### src/rtl/audio_pkg.sv
// Shared audio-path types: playback FSM encoding, silence value and a saturating counter helper.
package audio_pkg;

    typedef enum logic [1:0] {
        ST_IDLE  = 2'd0,
        ST_PRIME = 2'd1,
        ST_PLAY  = 2'd2
    } play_state_t;

    localparam logic [7:0] SILENCE_SAMPLE = 8'h00;

    function automatic logic [15:0] sat_inc16(input logic [15:0] v);
        return (v == 16'hFFFF) ? v : v + 16'd1;
    endfunction

endpackage

### src/rtl/sample_ram.sv
// Sample storage: 2**ADDR_W x 8 register array, one write port, combinational read port.
module sample_ram #(
    parameter int ADDR_W = 4
) (
    input  logic              clock,
    input  logic              i_we,
    input  logic [ADDR_W-1:0] i_waddr,
    input  logic [7:0]        i_wdata,
    input  logic [ADDR_W-1:0] i_raddr,
    output logic [7:0]        o_rdata
);

    logic [7:0] r_mem [2**ADDR_W];

    always_ff @(posedge clock) begin
        if (i_we) r_mem[i_waddr] <= i_wdata;
    end

    assign o_rdata = r_mem[i_raddr];

endmodule

### src/rtl/pcm_sample_fifo.sv
// Elastic PCM sample buffer between flash playback reads and the AC97 headphone path:
// primes before playback, emits silence on underrun, drains to IDLE at end of sequence.
module pcm_sample_fifo
    import audio_pkg::*;
#(
    parameter int DEPTH_LOG2  = 4,
    parameter int PRIME_LEVEL = 8,
    parameter int LOW_WATER   = 6
) (
    input  logic                  clock,
    input  logic                  reset_b,
    input  logic                  flush,
    input  logic                  wr_valid,
    input  logic [15:0]           wr_data,
    output logic                  wr_ready,
    input  logic                  drain,
    input  logic                  ready,
    output logic [7:0]            to_ac97_data,
    output logic                  want_more,
    output logic                  playing,
    output logic                  underrun,
    output logic                  overflow,
    output logic [DEPTH_LOG2:0]   level,
    output logic [15:0]           underrun_count
);

    localparam int AW = DEPTH_LOG2;
    localparam int LW = DEPTH_LOG2 + 1;
    localparam logic [LW-1:0] PRIME_LVL = LW'(PRIME_LEVEL);
    localparam logic [LW-1:0] LOW_LVL   = LW'(LOW_WATER);

    play_state_t    r_state, w_state_nxt;
    logic [LW-1:0]  r_wr_ptr, r_rd_ptr, w_wr_ptr_nxt, w_rd_ptr_nxt, w_level, w_level_nxt;
    logic           r_last_ready, r_underrun, r_overflow, r_want_more;
    logic [7:0]     r_data, w_data_nxt, w_head;
    logic [15:0]    r_ucount;
    logic           w_full, w_empty, w_pop_evt;
    logic           w_push, w_pop, w_data_ld, w_underrun_nxt, w_overflow_set;

    sample_ram #(.ADDR_W(AW)) u_ram (
        .clock   (clock),
        .i_we    (w_push),
        .i_waddr (r_wr_ptr[AW-1:0]),
        .i_wdata (wr_data[15:8]),
        .i_raddr (r_rd_ptr[AW-1:0]),
        .o_rdata (w_head)
    );

    assign w_full    = (r_wr_ptr[AW] != r_rd_ptr[AW]) && (r_wr_ptr[AW-1:0] == r_rd_ptr[AW-1:0]);
    assign w_empty   = (r_wr_ptr == r_rd_ptr);
    assign w_level   = r_wr_ptr - r_rd_ptr;
    assign w_pop_evt = ready && !r_last_ready;

    always_comb begin
        w_state_nxt    = r_state;
        w_pop          = 1'b0;
        w_push         = 1'b0;
        w_data_ld      = 1'b0;
        w_data_nxt     = SILENCE_SAMPLE;
        w_underrun_nxt = 1'b0;
        w_overflow_set = 1'b0;
        case (r_state)
            ST_IDLE: w_data_ld = w_pop_evt;
            ST_PRIME: begin
                w_data_ld = w_pop_evt;
                if (w_level >= PRIME_LVL || (drain && !w_empty)) w_state_nxt = ST_PLAY;
            end
            ST_PLAY: begin
                if (w_pop_evt) begin
                    w_data_ld = 1'b1;
                    if (!w_empty) begin
                        w_pop      = 1'b1;
                        w_data_nxt = w_head;
                    end else if (drain) begin
                        w_state_nxt = ST_IDLE;
                    end else begin
                        w_underrun_nxt = 1'b1;
                        w_state_nxt    = ST_PRIME;
                    end
                end
            end
            default: w_state_nxt = ST_IDLE;
        endcase
        // A pop in the same cycle frees the slot, so a full FIFO still takes the word.
        w_push         = wr_valid && (!w_full || w_pop);
        w_overflow_set = wr_valid && !w_push;
        if (r_state == ST_IDLE && w_push) w_state_nxt = ST_PRIME;
        if (flush) begin
            w_state_nxt    = ST_IDLE;
            w_pop          = 1'b0;
            w_push         = 1'b0;
            w_data_ld      = 1'b1;
            w_data_nxt     = SILENCE_SAMPLE;
            w_underrun_nxt = 1'b0;
            w_overflow_set = 1'b0;
        end
    end

    assign w_wr_ptr_nxt = flush ? '0 : r_wr_ptr + LW'(w_push);
    assign w_rd_ptr_nxt = flush ? '0 : r_rd_ptr + LW'(w_pop);
    assign w_level_nxt  = w_wr_ptr_nxt - w_rd_ptr_nxt;

    always_ff @(posedge clock or negedge reset_b) begin
        if (!reset_b) begin
            r_state      <= ST_IDLE;
            r_wr_ptr     <= '0;
            r_rd_ptr     <= '0;
            r_last_ready <= 1'b0;
            r_data       <= SILENCE_SAMPLE;
            r_underrun   <= 1'b0;
            r_overflow   <= 1'b0;
            r_ucount     <= '0;
            r_want_more  <= 1'b0;
        end else begin
            r_state      <= w_state_nxt;
            r_wr_ptr     <= w_wr_ptr_nxt;
            r_rd_ptr     <= w_rd_ptr_nxt;
            r_last_ready <= ready;
            r_underrun   <= w_underrun_nxt;
            if (w_data_ld) r_data <= w_data_nxt;
            if (flush) r_overflow <= 1'b0;
            else if (w_overflow_set) r_overflow <= 1'b1;
            if (w_underrun_nxt) r_ucount <= sat_inc16(r_ucount);
            r_want_more  <= (w_level_nxt < LOW_LVL) && !(w_state_nxt == ST_IDLE && drain);
        end
    end

    assign wr_ready       = !w_full;
    assign to_ac97_data   = r_data;
    assign want_more      = r_want_more;
    assign playing        = (r_state == ST_PLAY);
    assign underrun       = r_underrun;
    assign overflow       = r_overflow;
    assign level          = w_level;
    assign underrun_count = r_ucount;

endmodule
### config.mk
export PLATFORM = sky130hd
export DESIGN_NAME = pcm_sample_fifo
export DESIGN_NICKNAME = d
export VERILOG_FILES = /design/src/rtl/audio_pkg.sv /design/src/rtl/sample_ram.sv /design/src/rtl/pcm_sample_fifo.sv
export SDC_FILE = /design/constraint.sdc
export NUM_CORES = 1
export LEC_CHECK = 0
export CORE_ASPECT_RATIO = 1.4
export CORE_MARGIN = 2
export CORE_UTILIZATION = 45
export DETAILED_ROUTE_END_ITERATION = 10
export SYNTH_ARGS = -nofsm -noshare
export SYNTH_HDL_FRONTEND = slang
export SYNTH_SLANG_ARGS = --single-unit
### constraint.sdc
create_clock -name clock -period 10.3 [get_ports clock]
set_input_delay 2.06 -clock clock [delete_from_list [all_inputs] [get_ports clock]]
set_output_delay 2.06 -clock clock [all_outputs]
set_load 0.1 [all_outputs]
Yosys cells after proc, flatten, opt, wreduce, memory -nomap -nowiden
Memories as Yosys holds them, arrays and structs flattened.
Cells that the tools add are included.
{"block": "totals", "latch_bits": 0, "mem_bits_ro": 0, "n_memories": 1, "ram_bits": 128, "elab_cells": 75, "regBits": 40}
{"memory": "u_ram.r_mem", "words": 16, "word_bits": 8, "rd": 1, "rd_clocked_by_memory_dff": 0, "write_ports": 1, "line": "sample_ram.sv:13", "text": "logic [7:0] r_mem [2**ADDR_W];"}
{"block": "classes", "muxes": 31, "reduce_logical": 20, "magnitude_cmp": 2, "addsub": 5, "bitwise": 1, "shifts": 0, "mul": 0, "eq_ne": 6, "div": 0}
{"cell": "$mux W8", "count": 4}
{"cell": "$mux W1", "count": 18}
{"cell": "$add A16 B1 Y16 const B", "count": 1}
{"cell": "$eq A16 B16 Y1 const B", "count": 1}
{"cell": "$add A5 B1 Y5", "count": 2}
{"cell": "$mux W2", "count": 5}
{"cell": "$mux W5", "count": 2}
{"cell": "$sub A5 B5 Y5", "count": 2}
{"cell": "$logic_and A1 B1 Y1", "count": 8}
{"cell": "$pmux W2 S3", "count": 1}
{"cell": "$eq A5 B5 Y1", "count": 1}
{"cell": "$ge A5 B4 Y1 const B", "count": 1}
{"cell": "$logic_not A1 Y1", "count": 5}
{"cell": "$lt A5 B3 Y1 const B", "count": 1}
{"cell": "$eq A4 B4 Y1", "count": 1}
{"cell": "$logic_not A2 Y1", "count": 2}
{"cell": "$eq A2 B1 Y1 const B", "count": 1}
{"cell": "$eq A2 B2 Y1 const B", "count": 1}
{"cell": "$logic_or A1 B1 Y1", "count": 2}
{"cell": "$pmux W1 S2", "count": 1}
{"cell": "$reduce_and A2 Y1", "count": 1}
{"cell": "$reduce_bool A2 Y1", "count": 1}
{"cell": "$reduce_or A2 Y1", "count": 1}
{"cell": "$ne A1 B1 Y1", "count": 1}
{"cell": "$not A1 Y1", "count": 1}

Logic depth before layout (Yosys ltp)
Gate-level depths: netlist (run 1).
{"block": "logic_depth", "depth_word": 13, "depth_mapped": 17, "mapped_depth_nobuf": 15}

Hierarchy
Synthesis (run 1) repeated with hierarchy kept, for this count alone.
{"block": "hier_totals", "hier_cells": 414, "area_unflattened_um2": 7144.4}
{"mod": "sample_ram", "area_per_inst_um2": 4987.3, "seq_area_each_um2": 3843.7, "cells_each": 221, "n_inst": 1}
{"mod": "pcm_sample_fifo", "area_per_inst_um2": 2157.1, "seq_area_each_um2": 1001.0, "cells_each": 193, "n_inst": 1}

Worst setup path after synthesis (run 1)
OpenSTA, ideal clock, no wires.
{"block": "synth_path", "path_kind": "register to output", "startpoint": "register r_rd_ptr[2]", "endpoint": "output level[2]", "stages_incl_launch_ff": 6, "arrival_ps": 2817, "setup_slack_ps": 5423, "t_required_ps": 8240, "path_buffers": 2, "path_cell_list": "dfrtp_1 > buf_2 > inv_2 > clkbuf_1 > ha_1 > xnor2_1"}
{"block": "synth_between", "elab_chain_cells": 1}
{"item": "start, declared", "line": "pcm_sample_fifo.sv:33", "text": "logic [LW-1:0] r_wr_ptr, r_rd_ptr, w_wr_ptr_nxt, w_rd_ptr_nxt, w_level, w_level_nxt;"}
{"item": "start signal, assigned", "line": "pcm_sample_fifo.sv:117", "text": "r_rd_ptr <= w_rd_ptr_nxt;"}
{"item": "$sub A5 B5 Y5", "line": "pcm_sample_fifo.sv:51", "text": "assign w_level = r_wr_ptr - r_rd_ptr;"}
{"item": "end, declared", "line": "pcm_sample_fifo.sv:23", "text": "output logic [DEPTH_LOG2:0] level,"}
Every way passes these cells.

Worst setup path after layout (run 1)
{"block": "layout_path", "startpoint": "register r_rd_ptr[0]", "endpoint": "output level[4]"}
Same word-level chain as after synthesis.

==> impl_metrics.ini, run 1 <==
[status]
status = completed

[yosys]
ys_seq_elements = 168
synth_xor_area_share_pct = 3.53
muxShareOfSynthArea_pct = 10.5
synth-simple-area-share_pct = 10.7
ys_types = 43
synthAdderAreaFrac_pct = 2.66
synth_area_um2 = 7160
syn_inst = 457
synth_area_leaders = edfxtp_1, dfrtp_1, mux4_2
synth.top_cell.area_share_pct = 53.7
syn_nets = 493
ys_seq_area_share_pct = 67.6
yosys.area.top_type = edfxtp_1
ys.flop_type = edfxtp_1
yosysWarnings = 0
synth_compound_area_share_pct = 2.80
async_flop_share_pct = 23.8
synth-edff-count = 128
synth_top_family_by_area = simple AND/OR/NAND/NOR gates
avgSynthCellArea_um2 = 15.7

[cts]
cts_tree = yes
path_clk_slew_ps = 70
clk-insertion-delay-late_ps = 430
ctsResizeCount = 0
cts-root-buf = clkbuf_16
htreeDepth = 4
post_cts_buffers = 0
clockBufferDepth = 2
cts_num_sinks = 168
cts_buffers = 17
hold_buffers = 0

[layout]
most-common-layout-cells = edfxtp_1, clkdlybuf4s50_1, nand2_1
layout_commonest_cell = edfxtp_1
areaGrowthSynthToFinish_pct = 17.9
drive_gt1_share_pct = 16.2
fin_area_um2 = 8440
fin_nets = 548
antenna_cells = 0

[run]
cap_violations = 0

[timing]
fmax_ghz = 0.178
clock_skew_ps = 14.1
report.final.slew_viol_count = 0
finalSetupTns_ps = 0
rsz0062_at_grt = no
hold_violations = 0
finalSetupViolations = 0
period_share_pct = 54.6
min_period_ps = 5620
finalWorstSetupSlack_ps = 4680
tightest_slew_ps = 1010
max_slew_margin_pct = 32.2

[global_route]
antenna_found_initial = 0
grt_max_degree = 41
grt_pass1_wl_mm = 23.5
grt_pass1_vias = 4240
grt_remaining_overflow = 0
grt.total_usage_pct = 18.6

[floorplanning]
dieArea_um2 = 17000
rows = 54
start_util_pct = 45.9
die_h_um = 153
coreArea_um2 = 15600
die_x_um = 111
ioPinCount = 56

[place]
post-dp-hpwl_mm = 9.95
dp_slack_ps = 4690
dpl_cell_area_um2 = 7840
gp_congestion = 0.752
port_buffers = 47

[setup_path]
worstPathArrival_ps = 3560
path_max_fanout = 34
worst-setup-path-type = register to output pin
cp-start-kind = register
crit_path_end_kind = output pin
required_ps = 8240

[detailed_routing]
drc = 0
drtIter0Drc = 318
vias = 4015
post_drt_wl_per_cell_um = 20.8
postRouteAntennaNets = 0
drt_pass1_iterations = 5
viasPerCell = 5.57
finalWirelength_mm = 15.0

[power_and_ir_drop]
power.density_nw_per_um2 = 169
irDropWorstVdd_mv = 0.0888
power_leakage_uw = 0.00298

[worst_hold_path]
hold_path_class = register to register
[final cells by class]
class	count	area (um2)
clock buffer	17	425
multi-input combinational	254	2160
tap	196	245
clock inverter	15	175
sequential	168	4850
inverter	16	60.1
timing repair buffer	55	526
fill	1278	7170
[critical path, cell delays in order (launching register included)]
cell and delay (ps):
dfrtp_2 390, buf_4 330, ha_1 320, fa_1 400, nand2b_1 160, a21oi_1 180
xnor2_1 130, inv_1 80, clkdlybuf4s50_1 1120
[sequential cells by signal, summed over array words and instances, names as in the netlist]
| name | cells |
|---|---|
| u_ram.r_mem | 128 |
| want_more | 1 |
| overflow | 1 |
| r_state | 2 |
| to_ac97_data | 8 |
| r_wr_ptr | 5 |
| r_last_ready | 1 |
| underrun_count | 16 |
| r_rd_ptr | 5 |
| underrun | 1 |
[power breakdown]
part           total [uW]  internal, uW  switching, uW
registers             738           735           3.06
logic                55.8          16.3           39.5
clock network         634           347            287
[layer usage]
metal  global-route usage, %  part of all wire (%)  vias to the layer above
met5                       0                     0                        -
met4                    7.56                   2.6                        0
met3                    4.00                   5.1                       19
met2                    33.0                    54                      112
met1                    21.9                    39                     2036
li1                        -                     -                     1848
[cell families after synthesis]
family	count (synthesis)
AO/OA/AOI/OAI	28
XOR/XNOR	28
adder cells (fa/ha/maj)	14
buffers and inverters	35
flip-flops	168
multiplexers	35
AND/OR/NAND/NOR	149
[Yosys cell counts, drive strengths merged, types with 2 or more instances]
library cell	instances
edfxtp	128
nand2	41
dfrtp	40
nand3	33
mux4	32
nor2	26
xnor2	22
inv	16
clkbuf	12
ha	12
nand4	11
a21oi	9
nor2b	9
a32o	8
nor3	8
buf	7
nand2b	6
xor2	6
and3	4
o21ai	4
mux2	3
a211oi	2
a31oi	2
and4	2
fa	2
nor3b	2
or2	2
[worst paths after layout]
| check | cells after the start | end | startpoint | slack, ps |
|---|---|---|---|---|
| setup / recovery | 8 | level[4] | r_rd_ptr[0]$_DFF_PN0_ | 4680 |
| min in group asynchronous | 1 | underrun_count[15]$_DFFE_PN0P_ | reset_b | 1770 |
| hold / removal | 2 | overflow$_DFFE_PN0P_ | overflow$_DFFE_PN0P_ | 500 |
| setup reg to reg | 15 | want_more$_DFF_PN0_ | r_rd_ptr[0]$_DFF_PN0_ | 6000 |
| max in group asynchronous | 1 | r_rd_ptr[0]$_DFF_PN0_ | reset_b | 7880 |
| hold reg to reg | 2 | overflow$_DFFE_PN0P_ | overflow$_DFFE_PN0P_ | 500 |
[per-stage QoR]
| stage | util (%) | instances | hold WS (ps) | power [uW] |
|---|---|---|---|---|
| final | 54.1 | 721 | 500 | 1430 |
| after global placement | 50.2 | 689 | 484 | 807 |
| after floorplan | - | 457 | 573 | 782 |
| after global routing | 54.1 | 721 | 525 | 1470 |
| after detailed placement | 50.2 | 689 | 488 | 809 |
| after CTS | 54.1 | 721 | 502 | 1440 |
(Power assumes the default switching activity.)
==> run 2: changes to the inputs <==
==> constraint.sdc (replaced) <==
create_clock -name clock -period 5.6 [get_ports clock]
set_input_delay 1.12 -clock clock [delete_from_list [all_inputs] [get_ports clock]]
set_output_delay 1.12 -clock clock [all_outputs]
set_load 0.1 [all_outputs]
==> run 2 against run 1 <==
Global-route usage barely moved. Non-clock buffer count is the same. First-iteration DRC count increased by 6.9%.
==> impl_metrics.ini, run 2 (synthesis gave the netlist of run 1 again) <==
[layout]
antenna_cells = 0
largest_reg_flops = 128
drive_gt1_share_pct = 15.8
instances_no_fill = 721
most-common-layout-cells = edfxtp_1, clkdlybuf4s50_1, nand2_1
fin_nets = 548
areaGrowthSynthToFinish_pct = 18.0
nFillCells = 1261
layout_commonest_cell = edfxtp_1
top_register = u_ram.r_mem

[detailed_routing]
drc = 0
drtIter0Drc = 340
viasPerCell = 5.58
vias = 4021
drt_pass1_iterations = 6
postRouteAntennaNets = 0
post_drt_wl_per_cell_um = 21.0
finalWirelength_mm = 15.1

[status]
status = completed

[setup_path]
path_max_fanout = 4
cp-start-kind = register
crit_path_cell_trace = inv_1, ha_1, fa_1, nand2b_1, a21oi_1, xnor2_1, inv_1, clkdlybuf4s50_1
required_ps = 4480
critPathTopFamily = buffers and inverters
worstPathArrival_ps = 3210
slowest_stage = clkdlybuf4s50_1
cp_slowest_stage_delay_ps = 1120
cp_common_cell = inv_1
path_buf_inv = 3
worst-setup-path-type = register to output pin
crit_path_end_kind = output pin

[floorplanning]
start_util_pct = 45.9
die_h_um = 153
dieArea_um2 = 17000
rows = 54
coreArea_um2 = 15600
die_x_um = 111
ioPinCount = 56

[place]
gp_congestion = 0.787
placed_cells = 689
dp_slack_ps = 980
port_buffers = 47
post-dp-hpwl_mm = 10.1

[cts]
htreeDepth = 4
path_clk_slew_ps = 70
cts_num_sinks = 168
cts_buffers = 17
hold_buffers = 0
clockBufferDepth = 2
cts_tree = yes
ctsResizeCount = 0
post_cts_buffers = 0
clk-insertion-delay-late_ps = 420
cts-root-buf = clkbuf_16

[global_route]
grt_pass1_wl_mm = 23.7
grt_pass1_vias = 4271
grt_remaining_overflow = 0
grt_max_degree = 41
grt.total_usage_pct = 18.6
antenna_found_initial = 0

[power_and_ir_drop]
power.density_nw_per_um2 = 316
irDropWorstVdd_mv = 0.185
power_leakage_uw = 0.00299

[timing]
fmax_ghz = 0.231
report.final.slew_viol_count = 0
tightest_slew_ps = 996
finalSetupTns_ps = 0
min_period_ps = 4330
clock_skew_ps = 9.31
finalWorstSetupSlack_ps = 1270
rsz0062_at_grt = no
finalSetupViolations = 0
period_share_pct = 77.2
max_slew_margin_pct = 33.4
hold_violations = 0
hold_slack_ps = 498

[worst_hold_path]
hold_path_class = register to register

[run]
cap_violations = 0
-- run 2: cell count changes in the layout (fill, tap and decap cells not counted), sizes merged --
| cell | before | now |
|---|---|---|
| bufinv | 1 | 3 |
| clkbuf | 17 | 18 |
| clkinvlp | 2 | 1 |
| inv | 24 | 23 |
| clkinv | 4 | 3 |
-- run 2: through the flow --
| stage | power (uW) | instance area [um2] | utilization (%) |
|---|---|---|---|
| final | 2670 | 8450 | 54.2 |
| after global routing | 2750 | 8450 | 54.2 |
| after CTS | 2690 | 8450 | 54.2 |
| after detailed placement | 1490 | 7840 | 50.2 |
| after global placement | 1480 | 7840 | 50.2 |
| after floorplan | 1440 | 7160 | - |
-- run 2: final timing paths --
path                                           startpoint                              to  slack [ps]  depth (start not counted)
setup / recovery                    r_wr_ptr[0]$_DFF_PN0_                        level[4]        1270                          8
hold / removal             underrun_count[11]$_DFFE_PN0P_  underrun_count[11]$_DFFE_PN0P_         500                          1
setup reg to reg                    r_rd_ptr[3]$_DFF_PN0_             want_more$_DFF_PN0_        1530                         15
hold reg to reg            underrun_count[11]$_DFFE_PN0P_  underrun_count[11]$_DFFE_PN0P_         500                          1
max in group asynchronous                         reset_b           r_rd_ptr[0]$_DFF_PN0_        4110                          1
min in group asynchronous                         reset_b  underrun_count[12]$_DFFE_PN0P_         840                          1
-- run 2: layout make-up --
cell class / instances / area, um2 / share of cell area, %
Timing Repair Buffer: 55 / 526 / 6.22
Clock buffer: 18 / 429 / 5.08
Clock inverter: 14 / 184 / 2.18
Sequential cell: 168 / 4850 / 57.3
Multi-Input combinational cell: 254 / 2160 / 25.6
Inverter: 16 / 60.1 / 0.710
Tap cell: 196 / 245 / 2.90
-- run 2: worst register-to-register path, delay by kind of cell (launching register included) --
family | cells | cell delay, ps
AO/OA/AOI/OAI | 4 | 570
XOR/XNOR | 2 | 250
adder cells (fa/ha/maj) | 4 | 1210
buffers and inverters | 1 | 210
flip-flops | 1 | 600
AND/OR/NAND/NOR | 4 | 1160
-- run 2: layer usage --
layer	up-vias	share of wire (%)	track usage, %
met2	105	52	32.5
met1	2047	41	22.1
met5	-	0	0
met4	0	3.3	8.87
li1	1845	-	-
met3	24	3.4	3.65
-- run 2: power breakdown --
group / internal [uW] / leakage, uW / switching [uW]
Combinational: 29.9 / 0.000993 / 73.2
Clock: 715 / 0.000299 / 497
Sequential: 1350 / 0.00170 / 6.26
